<file path="config.mk">
export PLATFORM = sky130hd
export DESIGN_NAME = mmio_lsu
export DESIGN_NICKNAME = d
export VERILOG_FILES = /design/src/rtl/mmio_lsu_pkg.sv /design/src/rtl/mmio_lsu_lane_align.sv /design/src/rtl/mmio_lsu.sv
export SDC_FILE = /design/constraint.sdc
export NUM_CORES = 1
export LEC_CHECK = 0
export ABC_CLOCK_PERIOD_IN_PS = 4650
export CAP_MARGIN = 5
export CORE_MARGIN = 2
export CORE_UTILIZATION = 50
export CTS_CLUSTER_SIZE = 40
export DETAILED_ROUTE_END_ITERATION = 7
export PLACE_DENSITY_LB_ADDON = 0.3
export SLEW_MARGIN = 25
export SYNTH_ARGS = -nofsm -noshare
export SYNTH_HDL_FRONTEND = slang
export SYNTH_SLANG_ARGS = --single-unit
export TNS_END_PERCENT = 20
</file>
<file path="constraint.sdc">
create_clock -name clk -period 4.65 [get_ports clk]
set_clock_uncertainty 0.05 [all_clocks]
set_input_delay 0.93 -clock clk [delete_from_list [all_inputs] [get_ports clk]]
set_output_delay 0.93 -clock clk [all_outputs]
set_load 0.01 [all_outputs]
</file>
<file path="src/rtl/mmio_lsu_pkg.sv">
// Shared encodings for the MMIO load/store unit: access sizes, FSM states, GPIO map.
// The sub-word store path is selected with the MMIO_LSU_RMW_EN macro.
package mmio_lsu_pkg;

   localparam logic [1:0] SZ_BYTE = 2'b00;
   localparam logic [1:0] SZ_HALF = 2'b01;
   localparam logic [1:0] SZ_WORD = 2'b10;

   typedef enum logic [1:0] {
      ST_IDLE = 2'b00,
      ST_RD   = 2'b01,
      ST_WR   = 2'b10,
      ST_RESP = 2'b11
   } state_t;

   localparam logic [31:0] GPIO_DATA_ADDR = 32'hFFFF_0010;
   localparam logic [31:0] GPIO_DIR_ADDR  = 32'hFFFF_0014;

   // Size code 11 is treated as an alignment failure so callers need one test only.
   function automatic logic is_bad_access(input logic [1:0] size, input logic [1:0] off);
      logic bad;
      case (size)
         SZ_BYTE: bad = 1'b0;
         SZ_HALF: bad = off[0];
         SZ_WORD: bad = |off;
         default: bad = 1'b1;
      endcase
      return bad;
   endfunction

endpackage

</file>
<file path="src/rtl/mmio_lsu_lane_align.sv">
// Byte-lane steering for the LSU: load extract/extend and sub-word store merge.
// Purely combinational; the macro MMIO_LSU_RMW_EN does not affect this block.
module lsu_lane_align
   import mmio_lsu_pkg::*;
#(
   parameter int DATA_W = 32
) (
   input  logic [DATA_W-1:0] i_word,
   input  logic [DATA_W-1:0] i_wdata,
   input  logic [1:0]        i_off,
   input  logic [1:0]        i_size,
   input  logic              i_unsigned,
   output logic [DATA_W-1:0] o_ld_data,
   output logic [DATA_W-1:0] o_st_word
);

   logic signed [7:0]  w_byte;
   logic signed [15:0] w_half;

   assign w_byte = i_word[{i_off, 3'b000} +: 8];
   assign w_half = i_off[1] ? i_word[31:16] : i_word[15:0];

   // Sized casts of the signed lanes perform the sign extension.
   always_comb begin
      o_ld_data = i_word;
      case (i_size)
         SZ_BYTE: o_ld_data = i_unsigned ? {{(DATA_W-8){1'b0}}, w_byte}  : DATA_W'(w_byte);
         SZ_HALF: o_ld_data = i_unsigned ? {{(DATA_W-16){1'b0}}, w_half} : DATA_W'(w_half);
         default: o_ld_data = i_word;
      endcase
   end

   always_comb begin
      o_st_word = i_word;
      case (i_size)
         SZ_BYTE: o_st_word[{i_off, 3'b000} +: 8] = i_wdata[7:0];
         SZ_HALF: begin
            if (i_off[1]) o_st_word[31:16] = i_wdata[15:0];
            else          o_st_word[15:0]  = i_wdata[15:0];
         end
         default: o_st_word = i_wdata;
      endcase
   end

endmodule

</file>
<file path="src/rtl/mmio_lsu.sv">
// MMIO load/store unit: CPU byte/half/word requests to word-only bus cycles.
// MMIO_LSU_RMW_EN enables read-modify-write sub-word stores; otherwise they are rejected.
module mmio_lsu
   import mmio_lsu_pkg::*;
#(
   parameter int ADDR_W = 32,
   parameter int DATA_W = 32
) (
   input  logic              clk,
   input  logic              rst,
   input  logic              req_valid,
   output logic              req_ready,
   input  logic              req_we,
   input  logic [1:0]        req_size,
   input  logic              req_unsigned,
   input  logic [ADDR_W-1:0] req_addr,
   input  logic [DATA_W-1:0] req_wdata,
   output logic              resp_valid,
   output logic [DATA_W-1:0] resp_rdata,
   output logic              resp_err,
   output logic [ADDR_W-1:0] address,
   output logic [DATA_W-1:0] write_data,
   output logic              write_enable,
   input  logic [DATA_W-1:0] read_data
);

   state_t              r_state;
   state_t              w_next;
   logic                r_we;
   logic                r_unsigned;
   logic                r_err;
   logic [1:0]          r_size;
   logic [1:0]          r_off;
   logic [DATA_W-1:0]   r_wdata;
   logic [DATA_W-1:0]   r_old;
   logic [ADDR_W-1:0]   r_address;
   logic [DATA_W-1:0]   r_write_data;
   logic                w_accept;
   logic                w_err;
   logic                w_word_store;
   logic [DATA_W-1:0]   w_align_word;
   logic [DATA_W-1:0]   w_ld_data;
   logic [DATA_W-1:0]   w_st_word;

   assign w_accept     = req_valid && req_ready;
   assign w_word_store = req_we && (req_size == SZ_WORD);

   always_comb begin
      w_err = is_bad_access(req_size, req_addr[1:0]);
`ifndef MMIO_LSU_RMW_EN
      if (req_we && (req_size != SZ_WORD)) w_err = 1'b1;
`endif
   end

   always_ff @(posedge clk) begin
      if (rst) r_state <= ST_IDLE;
      else     r_state <= w_next;
   end

   always_comb begin
      w_next = r_state;
      case (r_state)
         ST_IDLE: begin
            if (w_accept) begin
               if (w_err)             w_next = ST_RESP;
               else if (w_word_store) w_next = ST_WR;
               else                   w_next = ST_RD;
            end
         end
         ST_RD:   w_next = r_we ? ST_WR : ST_RESP;
         ST_WR:   w_next = ST_RESP;
         ST_RESP: w_next = ST_IDLE;
         default: w_next = ST_IDLE;
      endcase
   end

   // Bus address/data registers hold their value whenever no bus cycle is running.
   always_ff @(posedge clk) begin
      if (rst) begin
         r_address    <= '0;
         r_write_data <= '0;
      end else begin
         if (w_accept && !w_err) begin
            r_address <= {req_addr[ADDR_W-1:2], 2'b00};
            if (w_word_store) r_write_data <= req_wdata;
         end
         if ((r_state == ST_RD) && r_we) r_write_data <= w_st_word;
      end
   end

   always_ff @(posedge clk) begin
      if (w_accept) begin
         r_we       <= req_we;
         r_unsigned <= req_unsigned;
         r_err      <= w_err;
         r_size     <= req_size;
         r_off      <= req_addr[1:0];
         r_wdata    <= req_wdata;
      end
      if (r_state == ST_RD) r_old <= read_data;
   end

   // During RD the merge works on the live bus word; in RESP the load uses the captured one.
   assign w_align_word = (r_state == ST_RD) ? read_data : r_old;

   lsu_lane_align #(.DATA_W(DATA_W)) u_align (
      .i_word     (w_align_word),
      .i_wdata    (r_wdata),
      .i_off      (r_off),
      .i_size     (r_size),
      .i_unsigned (r_unsigned),
      .o_ld_data  (w_ld_data),
      .o_st_word  (w_st_word)
   );

   // Strobes are masked by rst so an aborted access never reaches the bus or the CPU.
   always_comb begin
      req_ready    = (r_state == ST_IDLE);
      resp_valid   = (r_state == ST_RESP) && !rst;
      resp_err     = resp_valid && r_err;
      resp_rdata   = (resp_valid && !r_we && !r_err) ? w_ld_data : '0;
      write_enable = (r_state == ST_WR) && !rst;
   end

   assign address    = r_address;
   assign write_data = r_write_data;

endmodule

</file>
; ---- Yosys cells after proc, flatten, opt, wreduce, memory -nomap -nowiden
; Index checks and enable logic that the tools add are counted.
[op_classes]
reduce_logical = 21
n_eq_ne = 8
add_sub_neg = 1
shifts = 3
mux = 20
[ops]
columns = op, count
row1 = 32-bit two-way mux, 7
row2 = 32-bit case mux with 2 select lines, 2
row3 = 16-bit two-way mux, 3
row4 = 32-bit bitwise mux, 1
row5 = "8-bit by 7-bit variable shift with 32-bit output, first input constant", 1
row6 = 32-bit by 6-bit indexed part select with 8-bit output, 1
row7 = 8-bit by 7-bit indexed part select with 32-bit output, 1
row8 = 1-bit logical AND, 10
row9 = 2-bit case mux with 4 select lines, 1
row10 = 5-bit negation with 7-bit output, 1
row11 = "2-bit by 1-bit == test with 1-bit output, second input constant", 3
row12 = "2-bit == test, second input constant", 3
row13 = 2-bit zero test, 3
row14 = 2-bit two-way mux, 3
row15 = 1-bit zero test, 4
row16 = 2-bit nonzero test, 2
row17 = 1-bit case mux with 3 select lines, 1
row18 = 1-bit two-way mux, 2
row19 = "2-bit by 1-bit inequality test with 1-bit output, second input constant", 1
row20 = "2-bit inequality test, second input constant", 1
row21 = 2-bit AND reduction, 1
row22 = 2-bit OR reduction, 1
[totals]
reg_bits = 135
word_cells = 63
output_inout_bits = 100

; ---- Depth between registers and ports, before layout
[logic_depth]
ltp_word = 7
mapped_depth = 9
depth_no_buf = 7

; ---- By module
; A second synthesis with hierarchy kept.
[hier_totals]
hier_cells = 723
hier_area_um2 = 6696.4
[modules_own_cells]
columns = module, area_each_um2, seq_area_each_um2, instances, cells_each
row1 = mmio_lsu, 5126.2, 3093.0, 1, 488
row2 = lsu_lane_align, 1570.3, 0.0, 1, 235

; ---- Worst setup path before layout
; Ideal clock, no wire load.
[synth_path]
path_kind = input to output
startpoint = input port read_data[15]
endpoint = output port resp_rdata[10]
setup_slack_ns = 1.332
path_buffers = 1
t_arrival_ns = 2.338
stages = 5
cell_sequence = mux2_4 -> mux4_2 -> and2_1 -> buf_6 -> o311a_1
[synth_via]
elab_chain_len = 5
[synth_lines]
columns = element, line_no
row1 = start: declaration, mmio_lsu.sv:24  ; input logic [DATA_W-1:0] read_data
row2 = 32-bit two-way mux, --
row3 = 32-bit by 6-bit indexed part select with 8-bit output, mmio_lsu_lane_align.sv:20  ; assign w_byte = i_word[{i_off, 3'b000} +: 8];
row4 = 32-bit two-way mux, mmio_lsu_lane_align.sv:27  ; SZ_BYTE: o_ld_data = i_unsigned ? {{(DATA_W-8){1'b0}}, w_byte} : DATA_W'(w_byte);
row5 = 32-bit case mux with 2 select lines, mmio_lsu_lane_align.sv:26  ; case (i_size)
row6 = 32-bit two-way mux, mmio_lsu.sv:121  ; resp_rdata = (resp_valid && !r_we && !r_err) ? w_ld_data : '0;
row7 = end: declaration, mmio_lsu.sv:19  ; output logic [DATA_W-1:0] resp_rdata,
; Every way passes these cells.

; ---- Final worst setup path
[layout_path]
startpoint = register r_state[1]
endpoint = output port resp_rdata[9]
[layout_via]
elab_chain_len = 6
word_cells_on_any_way = 12
cone_classes = 2 x eq/ne / 1 x shift / 6 x mux / 3 x reduce/logical
[layout_lines]
columns = element, line_no
row1 = start: declaration, mmio_lsu.sv:27  ; state_t r_state;
row2 = start signal: assignment, mmio_lsu.sv:57  ; else r_state <= w_next;
row3 = 2-bit by 1-bit == test with 1-bit output, mmio_lsu.sv:104  ; assign w_align_word = (r_state == ST_RD) ? read_data : r_old;
row4 = 32-bit two-way mux, --
row5 = via u_align.i_word[23], mmio_lsu_lane_align.sv:8  ; input logic [DATA_W-1:0] i_word,
row6 = 32-bit by 6-bit indexed part select with 8-bit output, mmio_lsu_lane_align.sv:20
row7 = 32-bit two-way mux, mmio_lsu_lane_align.sv:27
row8 = 32-bit case mux with 2 select lines, mmio_lsu_lane_align.sv:26
row9 = 32-bit two-way mux, mmio_lsu.sv:121
; The timed path passes the listed nets, and every way through them passes these cells.

==> impl_metrics.py <==
metrics = {
    "status": {
        "status": "finished, final reports clean",
    },
    "cts": {
        "root_buffer": "clkbuf_16",
        "cts_hold_buf": 0,
        "cts_tree": "yes",
        "clockBufferDepth": 2,
        "cts_resized": 0,
        "cts.sinks": 135,
        "post_cts.repair.setup_buffers": 0,
        "cts_buffers": 17,
        "htree_levels": 4,
        "cts.clk_slew.worst_paths_ns": 0.06,
        "clkLatencyLatePin_ns": 0.42,
    },
    "floorplan": {
        "die_h_um": 116,
        "io_pins": 203,
        "start_util": 0.517,
        "die_area_mm2": 0.0134,
        "rows": 40,
        "fp.dieW_um": 116,
        "core-area_mm2": 0.0121,
    },
    "hold_path": {
        "min-delay-start": "write_data[25]$_SDFFE_PP0P_",
        "hold_path_end": "write_data[25]$_SDFFE_PP0P_",
        "hold_class": "flip-flop to flip-flop",
        "holdPathStages": 2,
    },
    "final_layout": {
        "multi_input_area_mm2": 0.00293,
        "register_area_mm2": 0.00309,
        "drive_gt1_frac": 0.110,
        "syn_to_final_growth_pct": 43.5,
        "diodes": 0,
        "design_area_mm2": 0.00899,
        "fillers": 860,
        "nets": 891,
    },
    "route": {
        "drt_iter0_drc": 673,
        "route.detailed.drc": 0,
        "first_pass_iters": 5,
        "wl_per_cell_um": 21.0,
        "top_layer": "met4",
        "wl_mm": 20.1,
        "ant_nets": 0,
        "wl_met1_mm": 7.64,
        "vias": 5749,
        "wl_met3_mm": 2.60,
        "wl_met2_mm": 9.36,
        "via_per_inst": 5.99,
    },
    "power": {
        "p_leak_nw": 3.51,
        "ir_drop_v": 0.000243,
        "p_total_mw": 4.89,
        "powerDensity_mw_per_mm2": 544,
    },
    "setup_path": {
        "required_ns": 3.67,
        "slowest_stage": "ha_1",
        "max_stage_delay_ns": 0.53,
        "cp-end-kind": "output pin",
        "cp.arrival_ns": 3.53,
        "cp_cell_sequence": "inv_1 -> ha_1 -> mux2i_2 -> inv_2 -> mux4_2 -> and2_1 -> o311a_1 -> clkdlybuf4s50_1",
        "rr_startpoint": "r_state[1]$_SDFFE_PP0P_",
        "crit_family": "multiplexers",
        "critPathMaxFanout": 11,
        "start_kind": "flip-flop",
        "path_class": "flip-flop to output pin",
        "rrSetupSlack_ns": 1.64,
        "worst-path-buf-inv": 3,
        "r2r_cells": 6,
        "r2r-end": "write_data[31]$_SDFFE_PP0P_",
    },
    "timing": {
        "hold_ws_ns": 0.443,
        "setup_viol": 0,
        "hold_viol": 0,
        "tns_ns": 0,
        "rsz0062_at_grt": "no",
        "slew_violations": 0,
        "fin_crit_ns": 4.51,
        "slew_headroom": 0.312,
        "worstMarginPinSlew_ns": 1.03,
        "fmax_mhz": 222,
        "period_share": 0.970,
    },
    "logic_synthesis": {
        "synth_warnings": 0,
        "yosysSeqAreaShare": 0.494,
        "yosysUniqueCellTypes": 59,
        "synthArstFlopShare": 0,
        "yosysTopAreaCellShare": 0.307,
        "yosysTopAreaCell": "dfxtp_1",
        "synth_edf_count": 39,
        "ys_top_cells_by_area": "dfxtp_1, edfxtp_1, mux2i_1, mux2_2, a221oi_1",
        "synth_seq_cells": 135,
        "synth_ff_type": "dfxtp_1",
        "synth_area_mm2": 0.00627,
        "synth_area_per_cell_um2": 10.5,
        "syn-instance-count": 595,
    },
    "global_route": {
        "grt_start_max_net_pins": 68,
        "gr-usage-all-layers": 0.303,
        "antenna_found_initial": 0,
        "grt_pass1_vias": 5750,
        "grt_pass1_wl_mm": 31.0,
        "gr-total-overflow": 0,
    },
    "placed_design": {
        "place_area_mm2": 0.00839,
        "port_buffers": 200,
        "hpwl_mm": 14.6,
        "gp_congestion": 0.924,
    },
    "run": {
        "cap_viol_max_count": 0,
    },
}
cells in the final DEF (no fill, tap or decap), drive strengths merged, types with 5 or more instances in the layout:
cell	count
a21oi	42
clkinv	10
clkbuf	17
a221o	6
nor2b	6
ha	9
mux2	29
inv	12
edfxtp	39
nand2	55
a211oi	12
dfxtp	96
a32oi	5
nor2	44
o221ai	7
mux2i	51
nand4	8
nand3	8
o21ai	8
and3	6
a311oi	13
clkdlybuf4s50	199
buf	14
a221oi	26
and2	8
how the worst max path moves through the flow:
stage                                  from             end  slack (ns)  depth (start not counted)
floorplan                     read_data[15]  resp_rdata[10]        1.33                          5
global placement              read_data[23]   resp_rdata[8]        0.39                          7
detailed placement            read_data[23]   resp_rdata[9]        0.34                          7
CTS                 r_state[1]$_SDFFE_PP0P_   resp_rdata[9]        0.14                          8
global route        r_state[1]$_SDFFE_PP0P_   resp_rdata[9]        0.05                          8
finish              r_state[1]$_SDFFE_PP0P_   resp_rdata[9]        0.14                          8
registers in the layout (all words and copies together), names as in the netlist:
name,cells
r_old,32
r_wdata,32
write_data,32
address,30
r_off,2
r_size,2
r_state,2
r_err,1
r_unsigned,1
r_we,1
synthesized netlist by cell type (all sizes together), types with 12 or more instances:
master / instances
dfxtp: 96
nand2: 55
mux2i: 51
nor2: 44
a21oi: 42
edfxtp: 39
clkbuf: 33
mux2: 29
a221oi: 26
buf: 16
a311oi: 13
a211oi: 12
tightest hold or removal path, stage by stage (launching register included):
cell,delay [ns]
dfxtp_1,0.31
nand2_1,0.05
a311oi_1,0.08
metal layers:
layer | GRT usage | up-vias
met5 | 0 | -
met4 | 0.117 | 0
met3 | 0.119 | 45
met2 | 0.487 | 397
met1 | 0.370 | 2683
li1 | - | 2624
layout make-up:
class / instances / area share
clock buffer: 17 / 0.0473
clock inverter: 15 / 0.0199
inverter: 11 / 0.00459
multi-input combinational: 401 / 0.326
sequential: 135 / 0.344
tap: 168 / 0.0234
timing repair buffer: 213 / 0.235
metrics by stage:
| step | utilization | instances | worst slack (ns) |
|---|---|---|---|
| floorplan | - | 596 | 1.33 |
| global placement | 0.690 | 927 | 0.389 |
| detailed placement | 0.693 | 928 | 0.342 |
| CTS | 0.742 | 960 | 0.144 |
| global route | 0.742 | 960 | 0.0490 |
| finish | 0.742 | 960 | 0.140 |
power by group:
| group | total [mW] | switching [mW] | internal [mW] |
|---|---|---|---|
| clock | 1.36 | 0.517 | 0.845 |
| combinational | 1.77 | 0.998 | 0.774 |
| sequential | 1.76 | 0.178 | 1.58 |
| total | 4.89 | 1.69 | 3.20 |
logic make-up after synthesis:
| kind of cell | after synthesis | share of synthesized area |
|---|---|---|
| AOI/OAI and AO/OA | 153 | 0.183 |
| other | 1 | 0.000598 |
| buffers and inverters | 60 | 0.0413 |
| muxes | 82 | 0.143 |
| and+or+nand+nor | 155 | 0.120 |
| DFF | 135 | 0.494 |
| adders and majority gates | 9 | 0.0180 |
Note: power is estimated with default switching activity, not from simulation.
